## src/rtl/serial_subtractor_pkg.sv

```systemverilog
// -----------------------------------------------------------------------------
// serial_subtractor_pkg
//   Shared definitions for the bit-serial subtractor.
//   - state_e     : controller states (IDLE, RUN, DONE)
//   - HACK_WORD_W : default operand width (one Hack machine word)
// -----------------------------------------------------------------------------
package serial_subtractor_pkg;

  localparam int HACK_WORD_W = 16;

  typedef enum logic [1:0] {
    IDLE = 2'd0,
    RUN  = 2'd1,
    DONE = 2'd2
  } state_e;

endpackage : serial_subtractor_pkg

```

## src/rtl/full_subtractor.sv

```systemverilog
// -----------------------------------------------------------------------------
// full_subtractor
//   One-bit full subtractor cell computing a - b - bin.
//   Ports:
//     a, b  : minuend / subtrahend bit
//     bin   : borrow in from the previous (less significant) bit
//     d     : difference bit
//     bout  : borrow out to the next (more significant) bit
// -----------------------------------------------------------------------------
module full_subtractor (
  input  logic a,
  input  logic b,
  input  logic bin,
  output logic d,
  output logic bout
);

  assign d    = a ^ b ^ bin;
  // Borrow when b exceeds a outright, or when the bits are equal and a borrow
  // is already pending from below.
  assign bout = (~a & b) | (~(a ^ b) & bin);

endmodule : full_subtractor

```

## src/rtl/serial_subtractor.sv

```systemverilog
// -----------------------------------------------------------------------------
// serial_subtractor
//   Bit-serial two's-complement subtractor: diff = a - b (mod 2^WIDTH), one bit
//   per clock, LSB first, through a single full_subtractor cell.
//
//   Handshake: start is accepted in IDLE or DONE; busy is high for WIDTH cycles
//   while the bits are processed; done pulses for one cycle when the results
//   are updated. Results hold until the next operation completes.
//
//   Parameters:
//     WIDTH   : operand/result width, 2..32 (default HACK_WORD_W = 16)
//   Ports:
//     clk     : system clock, rising edge
//     reset_n : asynchronous active-low reset
//     start   : operation request, sampled only when busy = 0
//     a, b    : minuend / subtrahend, captured on an accepted start
//     busy    : operation in progress
//     done    : one-cycle pulse, results valid from this cycle on
//     diff    : a - b modulo 2^WIDTH
//     borrow  : unsigned borrow out (a < b as unsigned)
//     zr      : diff == 0
//     ng      : diff[WIDTH-1]
//     ovf     : signed overflow (only with SERIAL_SUBTRACTOR_OVF_EN defined)
//
//   Build option:
//     SERIAL_SUBTRACTOR_OVF_EN : adds the ovf output and the operand-MSB
//                                capture that feeds it.
// -----------------------------------------------------------------------------
module serial_subtractor
  import serial_subtractor_pkg::*;
#(
  parameter int WIDTH = HACK_WORD_W
) (
  input  logic             clk,
  input  logic             reset_n,
  input  logic             start,
  input  logic [WIDTH-1:0] a,
  input  logic [WIDTH-1:0] b,
  output logic             busy,
  output logic             done,
  output logic [WIDTH-1:0] diff,
  output logic             borrow,
  output logic             zr,
  output logic             ng
`ifdef SERIAL_SUBTRACTOR_OVF_EN
  ,
  output logic             ovf
`endif
);

  localparam int             CNT_W    = $clog2(WIDTH);
  localparam logic [CNT_W-1:0] LAST_BIT = CNT_W'(WIDTH - 1);

  // ---------------------------------------------------------------------------
  // State
  // ---------------------------------------------------------------------------
  state_e             state_q,  state_d;
  logic [WIDTH-1:0]   sa_q,     sa_d;      // minuend shift register
  logic [WIDTH-1:0]   sb_q,     sb_d;      // subtrahend shift register
  logic [WIDTH-1:0]   sr_q,     sr_d;      // result shift register
  logic               bin_q,    bin_d;     // borrow carried between bits
  logic [CNT_W-1:0]   count_q,  count_d;   // bit index being processed

  logic               busy_q,   busy_d;
  logic               done_q,   done_d;
  logic [WIDTH-1:0]   diff_q,   diff_d;
  logic               borrow_q, borrow_d;
  logic               zr_q,     zr_d;
  logic               ng_q,     ng_d;

`ifdef SERIAL_SUBTRACTOR_OVF_EN
  logic               a_msb_q,  a_msb_d;   // sign of the captured minuend
  logic               b_msb_q,  b_msb_d;   // sign of the captured subtrahend
  logic               ovf_q,    ovf_d;
`endif

  // ---------------------------------------------------------------------------
  // Datapath: the single subtractor cell and the result after this cycle's shift
  // ---------------------------------------------------------------------------
  logic               cell_d;
  logic               cell_bout;
  logic [WIDTH-1:0]   sr_shifted;

  full_subtractor u_cell (
    .a    (sa_q[0]),
    .b    (sb_q[0]),
    .bin  (bin_q),
    .d    (cell_d),
    .bout (cell_bout)
  );

  // The difference bit enters at the MSB so that after WIDTH shifts the LSB
  // computed first has reached bit 0.
  assign sr_shifted = {cell_d, sr_q[WIDTH-1:1]};

  // ---------------------------------------------------------------------------
  // Next-state logic
  // ---------------------------------------------------------------------------
  always_comb begin
    // NOTE: every signal assigned here first receives its held value, so no
    // path through the case leaves it unassigned and no latch is inferred.
    state_d  = state_q;
    sa_d     = sa_q;
    sb_d     = sb_q;
    sr_d     = sr_q;
    bin_d    = bin_q;
    count_d  = count_q;
    diff_d   = diff_q;
    borrow_d = borrow_q;
    zr_d     = zr_q;
    ng_d     = ng_q;
`ifdef SERIAL_SUBTRACTOR_OVF_EN
    a_msb_d  = a_msb_q;
    b_msb_d  = b_msb_q;
    ovf_d    = ovf_q;
`endif

    unique case (state_q)
      // IDLE and DONE accept a new request identically; DONE lasts one cycle.
      IDLE, DONE: begin
        if (start) begin
          sa_d    = a;
          sb_d    = b;
          bin_d   = 1'b0;
          count_d = '0;
`ifdef SERIAL_SUBTRACTOR_OVF_EN
          a_msb_d = a[WIDTH-1];
          b_msb_d = b[WIDTH-1];
`endif
          state_d = RUN;
        end else begin
          state_d = IDLE;
        end
      end

      RUN: begin
        sa_d    = sa_q >> 1;
        sb_d    = sb_q >> 1;
        sr_d    = sr_shifted;
        bin_d   = cell_bout;
        count_d = count_q + 1'b1;

        if (count_q == LAST_BIT) begin
          // Last bit: publish results on this edge. Result outputs change
          // nowhere else, so they stay stable through the next operation.
          count_d  = '0;
          diff_d   = sr_shifted;
          borrow_d = cell_bout;
          zr_d     = (sr_shifted == '0);
          ng_d     = cell_d;
`ifdef SERIAL_SUBTRACTOR_OVF_EN
          // Overflow only when the operand signs differ and the result sign
          // does not follow the minuend.
          ovf_d    = (a_msb_q != b_msb_q) && (cell_d != a_msb_q);
`endif
          state_d  = DONE;
        end
      end

      default: begin
        state_d = IDLE;
      end
    endcase

    // Handshake outputs are registered decodes of the next state.
    busy_d = (state_d == RUN);
    done_d = (state_d == DONE);
  end

  // ---------------------------------------------------------------------------
  // State registers
  // ---------------------------------------------------------------------------
  always_ff @(posedge clk or negedge reset_n) begin
    if (!reset_n) begin
      state_q  <= IDLE;
      sa_q     <= '0;
      sb_q     <= '0;
      sr_q     <= '0;
      bin_q    <= 1'b0;
      count_q  <= '0;
      busy_q   <= 1'b0;
      done_q   <= 1'b0;
      diff_q   <= '0;
      borrow_q <= 1'b0;
      zr_q     <= 1'b0;
      ng_q     <= 1'b0;
`ifdef SERIAL_SUBTRACTOR_OVF_EN
      a_msb_q  <= 1'b0;
      b_msb_q  <= 1'b0;
      ovf_q    <= 1'b0;
`endif
    end else begin
      // NOTE: non-blocking assignments make every register sample the values
      // from before this edge, independent of statement order.
      state_q  <= state_d;
      sa_q     <= sa_d;
      sb_q     <= sb_d;
      sr_q     <= sr_d;
      bin_q    <= bin_d;
      count_q  <= count_d;
      busy_q   <= busy_d;
      done_q   <= done_d;
      diff_q   <= diff_d;
      borrow_q <= borrow_d;
      zr_q     <= zr_d;
      ng_q     <= ng_d;
`ifdef SERIAL_SUBTRACTOR_OVF_EN
      a_msb_q  <= a_msb_d;
      b_msb_q  <= b_msb_d;
      ovf_q    <= ovf_d;
`endif
    end
  end

  // ---------------------------------------------------------------------------
  // Outputs
  // ---------------------------------------------------------------------------
  assign busy   = busy_q;
  assign done   = done_q;
  assign diff   = diff_q;
  assign borrow = borrow_q;
  assign zr     = zr_q;
  assign ng     = ng_q;
`ifdef SERIAL_SUBTRACTOR_OVF_EN
  assign ovf    = ovf_q;
`endif

endmodule : serial_subtractor

```

## config.mk

```make
export PLATFORM = sky130hd
export DESIGN_NAME = serial_subtractor
export DESIGN_NICKNAME = d
export VERILOG_FILES = /design/src/rtl/serial_subtractor_pkg.sv /design/src/rtl/full_subtractor.sv /design/src/rtl/serial_subtractor.sv
export SDC_FILE = /design/constraint.sdc
export NUM_CORES = 1
export LEC_CHECK = 0
export BUFFER_PORTS_ARGS = -buffer_cell sky130_fd_sc_hd__buf_4
export CAP_MARGIN = 20
export CORE_AREA = 2 2 116 118
export CTS_BUF_LIST = sky130_fd_sc_hd__clkbuf_16
export CTS_CLUSTER_DIAMETER = 80
export DETAILED_ROUTE_END_ITERATION = 10
export DIE_AREA = 0 0 118 120
export PLACE_DENSITY = 0.5
export RECOVER_POWER = 100
export SETUP_SLACK_MARGIN = 0.1
export SLEW_MARGIN = 20
export SYNTH_ARGS = -nofsm -noshare
export SYNTH_HDL_FRONTEND = slang
export SYNTH_SLANG_ARGS = --single-unit
```

## constraint.sdc

```tcl
create_clock -name clk -period 2.3 [get_ports clk]
set_input_delay 0.46 -clock clk [delete_from_list [all_inputs] [get_ports clk]]
set_output_delay 0.46 -clock clk [all_outputs]
set_load 0.005 [all_outputs]
```

==> impl_metrics.json, run 1 <==
{
  "rr_worst_depth": 4,
  "wl_um": 6782,
  "cts_tree": "built",
  "worstReg2RegStart": "state_q[0]",
  "num-nets-final": 404,
  "hold_path.class": "primary input to flop",
  "grt_start_max_net_pins": 86,
  "synthTopCellsByCount": "nand2_1, dfrtp_1, nor2_1, a31oi_1, buf_2",
  "vdd_ir_drop_max_mv": 0.4558,
  "holdPathEnd": "sb_q[15]",
  "path_max_fanout": 85,
  "critical_path_class": "flop to flop",
  "status": "finished clean",
  "fmax_mhz": 549.8,
  "fin_crit_sh": 0.7907,
  "synth.top_cell.area_share": 0.5808,
  "dr.pass1.iters": 4,
  "drc": 0,
  "critPathArrivalTime_ns": 2.03,
  "hold_viol_final": 0,
  "clk_latency_ns": 0.33,
  "grt_usage": 0.1067,
  "crit_path_max_incr_delay_ns": 0.71,
  "wl_met1_um": 3313,
  "yosysUniqueCellTypes": 30,
  "ff2ff_setup_slack_ns": 0.48,
  "grt_overflow_total": 0,
  "cts_setup_buffers": 0,
  "final_core_util": 0.3067,
  "layout-drive-gt1-share": 0.2231,
  "met3_length_um": 293,
  "area_growth_pct": 24.88,
  "syn_inst": 317,
  "antenna_found_initial": 0,
  "crit_slowest_cell": "clkbuf_4",
  "yosysSeqAreaShare": 0.5808,
  "drt_iter0_drc": 122,
  "dieHeight_um": 120,
  "routedWlPerCell_um": 12.38,
  "ys_ff_latch": 74,
  "synth_top_area_cell": "dfrtp_1",
  "max-cap-violations": 0,
  "cp_cell_sequence": "nand2b_2 -> clkbuf_4 -> mux2i_1 -> a22o_2",
  "vias_per_cell": 4.221,
  "fin_cells": 548,
  "start_util": 0.2456,
  "clock-root-buffer": "clkbuf_16",
  "place_inst": 532,
  "coreArea_um2": 12980,
  "num_antenna_cells": 0,
  "rows": 42,
  "synth_ff_type": "dfrtp_1",
  "avgSynthCellArea_um2": 10.06,
  "cts.sinks": 74,
  "async_flop_share": 1.000,
  "rsz0062_at_grt": "false",
  "setup_viol": 0,
  "grt_pass1_wl_um": 11940,
  "startpoint_type": "flop",
  "dieArea_um2": 14160,
  "slew_violations": 0,
  "whs_path_depth": 2,
  "port_buffers": 55,
  "gp_congestion": 0.7531,
  "grt_pass1_vias": 2368,
  "power_density_nw_per_um2": 1379,
  "synthMostInstantiatedCell": "nand2_1",
  "ctsHtreeMaxLevel": 3,
  "synth_area_leaders": "dfrtp_1, nand2_1, a31oi_1",
  "crit_required_ns": 2.51,
  "finalCriticalPeriod_ns": 1.819,
  "via_count": 2313,
  "ant_nets": 0,
  "hp-start": "b[15]",
  "endpoint_kind": "flop",
  "post_cts_resized": 0,
  "regToRegEndpoint": "count_q[2]",
  "cts_max_path_buffers": 2,
  "wl_met2_um": 3042,
  "holdBufCountCts": 0,
  "fp.dieW_um": 118,
  "fin_skew_ns": 0.004516,
  "clkTransAtPathRegs_ns": 0.05,
  "synth_edf_count": 0,
  "p_leak_uw": 0.001848,
  "ys_warn_count": 0,
  "syn_nets": 354,
  "syn_area_um2": 3188,
  "tightest_slew_ns": 1.364,
  "finalSetupTns_ns": 0,
  "slew-limit-headroom": 0.09065,
  "fillers": 1363,
  "io_pins": 56,
  "numCtsBuffers": 9,
  "dpl.hpwl_um": 4431,
  "topRoutingLayerUsed": "met4"
}
how the worst max path moves through the flow:
stage / start / endpoint / slack [ns] / cells past startpoint
after floorplan: count_q[0] / diff[10] / 0.82 / 5
after global placement: count_q[0] / diff[5] / 0.69 / 4
after detailed placement: count_q[0] / diff[3] / 0.63 / 4
after CTS: count_q[0] / diff[5] / 0.61 / 4
after global routing: state_q[0] / count_q[2] / 0.29 / 4
final: state_q[0] / count_q[2] / 0.48 / 4
critical path, delay by kind of cell (launching register included):
family | cells | cell delay (ns)
muxes | 1 | 0.16
AOI/OAI and AO/OA | 1 | 0.28
buffers and inverters | 1 | 0.71
DFF | 1 | 0.41
and+or+nand+nor | 1 | 0.14
per-stage QoR:
step                power, uW  setup WS [ns]  hold WS [ns]  cell area (um^2)
finish                   5490         0.4813        0.3531              3981
CTS                      5719         0.6143        0.2150              4054
floorplan                3621         0.8174        0.1644              3188
global placement         4176         0.6886        0.4770              3745
detailed placement       4229         0.6277        0.4833              3745
global route             6000         0.2879        0.3554              3981
sequential cells by signal, summed over array words and instances, names as in the netlist:
name	count
state_q	2
done	1
borrow	1
bin_q	1
count_q	4
zr	1
diff	16
busy	1
sa_q	16
sb_q	16
sr_q	15
layer usage:
metal | track usage | vias to the layer above
met5 | 0 | -
met4 | 0.04669 | 0
met3 | 0.02994 | 10
met2 | 0.1592 | 52
met1 | 0.1446 | 1094
li1 | - | 1157
cells in the final DEF, fill, tap and decap left out, types with 4 or more instances in the layout:
master	n
mux2_1	9
mux2_2	7
nor4_1	4
buf_4	37
nand3_1	5
clkbuf_4	20
nand2_1	108
a31oi_1	30
dfrtp_1	74
nor2_1	32
clkbuf_16	9
final cells by class:
type	instances	area (um^2)	area share
clock inverter	7	83.83	0.02106
multi-input combinational	218	1145	0.2876
sequential	74	1852	0.4651
timing repair buffer	61	444.2	0.1116
clock buffer	9	225.2	0.05657
tap	176	220.2	0.05531
inverter	3	11.26	0.002828
kinds of logic after synthesis:
logic type,share of synthesized area
compound gates,0.08634
mux,0.07025
simple gates,0.2053
fa+ha+maj,0.01020
buf+inv,0.04709
flops,0.5808
where the power goes:
group          total, uW  internal, uW  switching, uW  leakage, uW
registers           2260          1880            380     0.000884
logic               1780           784            994     0.000816
clock network       1450           935            512     0.000148
Power figures use the tool's default switching activity.
==> run 2, diff against run 1 <==
==> constraint.sdc (replaced) <==
create_clock -name clk -period 1.9 [get_ports clk]
set_input_delay 0.38 -clock clk [delete_from_list [all_inputs] [get_ports clk]]
set_output_delay 0.38 -clock clk [all_outputs]
set_load 0.005 [all_outputs]
==> run 2 against run 1 <==
Effect of this change:
- wire length shrank 0.21%
- sequential share of layout area grew 0.41 points
- first-iteration DRC count grew 20%
- utilization shrank 0.27 points
- power grew 17%
- final cell count is the same
- non-clock buffer count is the same
- global-route usage shrank 0.39 points
- highest routed layer unchanged
- final area shrank 0.88%
==> impl_metrics.json, run 2 (synthesis results as in run 1) <==
{
  "status": "finished clean",
  "finalCriticalPeriod_ns": 1.663,
  "ctsHtreeMaxLevel": 3,
  "path_max_fanout": 8,
  "ff2ff_setup_slack_ns": 0.24,
  "place_inst": 532,
  "routedWlPerCell_um": 12.35,
  "fp.dieW_um": 118,
  "area_growth_pct": 23.78,
  "setup_viol": 0,
  "fin_crit_sh": 0.8753,
  "vdd_ir_drop_max_mv": 0.5707,
  "post-place-ws_ns": 0.2478,
  "fillers": 1381,
  "final_core_util": 0.3040,
  "clock-root-buffer": "clkbuf_16",
  "rsz0062_at_grt": "false",
  "fmax_mhz": 601.3,
  "seqPwrFrac": 0.429,
  "vias_per_cell": 4.277,
  "grt_pass1_vias": 2286,
  "numCtsBuffers": 9,
  "rr_worst_depth": 3,
  "num_antenna_cells": 0,
  "drt_iter0_drc": 146,
  "crit_required_ns": 2.11,
  "cts_setup_buffers": 0,
  "multi_input_area_um2": 1156,
  "dpl.hpwl_um": 4444,
  "slew_violations": 0,
  "slew-limit-headroom": 0.4420,
  "start_util": 0.2456,
  "layout-drive-gt1-share": 0.2097,
  "dieHeight_um": 120,
  "drc": 0,
  "hold_viol_final": 0,
  "comb_power_share": 0.341,
  "p_leak_uw": 0.001838,
  "antenna_found_initial": 0,
  "p_sw_frac": 0.3597,
  "dieArea_um2": 14160,
  "fin_skew_ns": 0.005869,
  "tightest_slew_ns": 0.8370,
  "regToRegEndpoint": "count_q[1]",
  "final_common_cell": "nand2_1",
  "critical_path_class": "flop to flop",
  "ant_nets": 0,
  "via_count": 2344,
  "final_cell_mix": "nand2_1, dfrtp_1, buf_4",
  "setup_ws_ns": 0.2369,
  "post_cts_resized": 0,
  "power_uw": 6397,
  "p_int_uw": 4096,
  "cts_tree": "built",
  "critPathLaunch": "state_q[0]",
  "gp_congestion": 0.7324,
  "wl_um": 6768,
  "seqCellArea_um2": 1852,
  "io_pins": 56,
  "power_density_nw_per_um2": 1621,
  "holdBufCountCts": 0,
  "grt_usage": 0.1028,
  "grt_overflow_total": 0,
  "rows": 42,
  "cts.sinks": 74,
  "dr.pass1.iters": 4,
  "hold_path.class": "primary input to async pin",
  "grt_pass1_wl_um": 11520,
  "port_buffers": 55,
  "fin_cells": 548,
  "clkTransAtPathRegs_ns": 0.06,
  "worstReg2RegStart": "state_q[0]",
  "endpoint_kind": "flop",
  "startpoint_type": "flop",
  "grt_start_max_net_pins": 86,
  "p_sw_uw": 2301,
  "finalSetupTns_ns": 0,
  "max-cap-violations": 0,
  "critPathArrivalTime_ns": 1.87,
  "num-nets-final": 404,
  "coreArea_um2": 12980,
  "clkPwrFrac": 0.229,
  "clk_latency_ns": 0.33,
  "cts_max_path_buffers": 2
}
[run 2: worst max path at each step]
stage                 end  slack, ns  cells past startpoint
2_1_floorplan    diff[10]       0.42                      5
3_3_place_gp      diff[5]       0.28                      4
3_5_place_dp      diff[2]       0.25                      4
4_1_cts           diff[0]       0.23                      4
5_1_grt          sr_q[15]       0.09                      4
6_report       count_q[1]       0.24                      3
[run 2: per-layer routing]
layer | wire (um) | share of wire | GRT usage
met5 | 0 | 0 | 0
met4 | 99 | 0.015 | 0.03614
met3 | 339 | 0.050 | 0.03612
met2 | 3103 | 0.46 | 0.1602
met1 | 3225 | 0.48 | 0.1325
[run 2: area by class of cell]
type | instances | share of cell area
Clock inverter | 7 | 0.007609
Multi-Input combinational cell | 218 | 0.2930
Tap cell | 176 | 0.05580
Timing Repair Buffer | 61 | 0.1145
Clock buffer | 9 | 0.05707
Inverter | 3 | 0.002854
Sequential cell | 74 | 0.4692
[run 2: worst max-delay path, cell delays in order (launching register included)]
cell and delay [ns]:
dfrtp_1 0.40, nor2b_1 0.63, nor2_1 0.26, a22o_1 0.26
[run 2: power by group through the flow]
| stage | clock network, uW | registers, uW | logic, uW |
|---|---|---|---|
| 3_5_place_dp | 0 | 2790 | 2360 |
| 3_3_place_gp | 0 | 2770 | 2300 |
| 2_1_floorplan | 0 | 2670 | 1710 |
| 4_1_cts | 1520 | 2770 | 2360 |
| 6_report | 1470 | 2750 | 2180 |
| 5_1_grt | 1580 | 2860 | 2530 |
[run 2: stage by stage]
stage	instance area [um^2]	hold slack, ns
5_1_grt	3946	0.2004
3_5_place_dp	3770	0.3664
6_report	3946	0.1479
3_3_place_gp	3770	0.3620
4_1_cts	4025	0.01213
2_1_floorplan	3188	0.08441
==> run 3, diff against run 2 <==
--- a/config.mk
+++ b/config.mk
@@ -12,7 +12,7 @@
 export CTS_CLUSTER_DIAMETER = 80
 export DETAILED_ROUTE_END_ITERATION = 10
 export DIE_AREA = 0 0 118 120
-export PLACE_DENSITY = 0.5
+export PLACE_DENSITY_LB_ADDON = 0.2
 export RECOVER_POWER = 100
 export SETUP_SLACK_MARGIN = 0.1
 export SLEW_MARGIN = 20
==> run 3 against run 2 <==
Effect of this change:
- final area is 3.1% higher
- clock skew is 0.00053 ns higher
- register-to-register slack improved by 0.03 ns
- largest cell class unchanged
- sequential power is essentially flat
- largest power group unchanged
==> impl_metrics.json, run 3 (synthesis results as in run 1) <==
{
  "vias_per_cell": 4.195,
  "dieHeight_um": 120,
  "vdd_ir_drop_max_mv": 0.4805,
  "finalCriticalPeriod_ns": 1.638,
  "io_pins": 56,
  "slew-limit-headroom": 0.4566,
  "setup_ws_ns": 0.2623,
  "post_cts_resized": 0,
  "tightest_slew_ns": 0.8151,
  "path_max_fanout": 17,
  "clkTransAtPathRegs_ns": 0.06,
  "fmax_mhz": 610.6,
  "gp_congestion": 0.7162,
  "cts.sinks": 74,
  "drc": 0,
  "cts_tree": "built",
  "dr.pass1.iters": 4,
  "area_growth_pct": 27.63,
  "port_buffers": 55,
  "drt_iter0_drc": 117,
  "fillers": 1364,
  "p_leak_uw": 0.001889,
  "rsz0062_at_grt": "false",
  "whs_ns": 0.2818,
  "cp_cell_sequence": "ha_1 -> nand3_4 -> nor2_8 -> mux2_2",
  "ctsHtreeMaxLevel": 3,
  "num-nets-final": 407,
  "dpl-instance-area_um2": 3777,
  "grt_pass1_wl_um": 12000,
  "grt_usage": 0.1070,
  "grt_overflow_total": 0,
  "endpoint_kind": "flop",
  "hold_viol_final": 0,
  "critical_path.top_delay_family": "simple AND/OR/NAND/NOR gates",
  "crit_path_max_incr_delay_ns": 0.40,
  "setup_viol": 0,
  "start_util": 0.2456,
  "status": "finished clean",
  "multi_input_area_um2": 1162,
  "cp_num_cells": 4,
  "via_count": 2307,
  "wl_um": 6889,
  "cp.buffers_inverters": 0,
  "startpoint_type": "flop",
  "whs_path_depth": 2,
  "num_antenna_cells": 0,
  "dieArea_um2": 14160,
  "fin_skew_ns": 0.006399,
  "max-cap-violations": 0,
  "hold_path.class": "primary input to flop",
  "crit_required_ns": 2.11,
  "seqCellArea_um2": 1852,
  "dpl.hpwl_um": 4644,
  "ant_nets": 0,
  "post-place-ws_ns": 0.2228,
  "fp.dieW_um": 118,
  "numCtsBuffers": 9,
  "rows": 42,
  "clock-root-buffer": "clkbuf_16",
  "final_common_cell": "nand2_1",
  "clk_latency_ns": 0.33,
  "rr_worst_depth": 4,
  "coreArea_um2": 12980,
  "power_density_nw_per_um2": 1688,
  "crit_slowest_cell": "dfrtp_1",
  "cts_max_path_buffers": 2,
  "final_cell_mix": "nand2_1, dfrtp_1, buf_4",
  "slew_violations": 0,
  "layout-drive-gt1-share": 0.2380,
  "critPathArrivalTime_ns": 1.85,
  "routedWlPerCell_um": 12.53,
  "critical_path_class": "flop to flop",
  "fin_crit_sh": 0.8620,
  "antenna_found_initial": 0,
  "grt_pass1_vias": 2383,
  "design_area_um2": 4069,
  "grt_start_max_net_pins": 56,
  "finalSetupTns_ns": 0
}
run 3: final cells by class:
class,count,share of cell area
clock inverter,6,0.02614
tap,176,0.05412
clock buffer,9,0.05535
multi-input combinational,218,0.2857
sequential,74,0.4551
timing repair buffer,64,0.1208
inverter,3,0.002768
run 3: worst paths after layout:
path                             from  slack, ns        to
setup reg to reg           count_q[0]       0.26   diff[1]
setup / recovery           count_q[0]       0.26   diff[1]
hold / removal                  a[15]       0.28  sa_q[15]
min in group asynchronous     reset_n       0.68  diff[11]
max in group asynchronous     reset_n       0.37      done
hold reg to reg                 bin_q       0.49     bin_q
run 3: layer usage:
metal	wire length (um)	global-route usage	vias up
met2	3027	0.1570	55
met4	85	0.03916	0
met5	0	0	-
li1	-	-	1161
met3	309	0.03470	8
met1	3466	0.1474	1083
run 3: through the flow:
stage	power (uW)	util	instances
6_report	6867	0.3135	550
3_3_place_gp	5114	0.2910	534
3_5_place_dp	5160	0.2910	534
4_1_cts	7094	0.3173	550
2_1_floorplan	4383	-	317
5_1_grt	7462	0.3135	550
run 3: repair_timing:
action                                 4_1_cts  5_1_grt
setup endpoints to repair                    0        0
setup buffers                                0        0
endpoints found under the hold margin       11        0
hold buffers                                 1        0
run 3: worst reg2reg max path, stage by stage (launching register included):
cell and delay, ns:
dfrtp_1 0.40, ha_1 0.28, nand3_4 0.16, nor2_8 0.30, mux2_2 0.38
run 3: report_power, final:
group | total, uW | switching (uW) | internal [uW]
clock network | 1890 | 626 | 1270
registers | 2760 | 479 | 2280
logic | 2210 | 1220 | 992
total | 6870 | 2330 | 4540
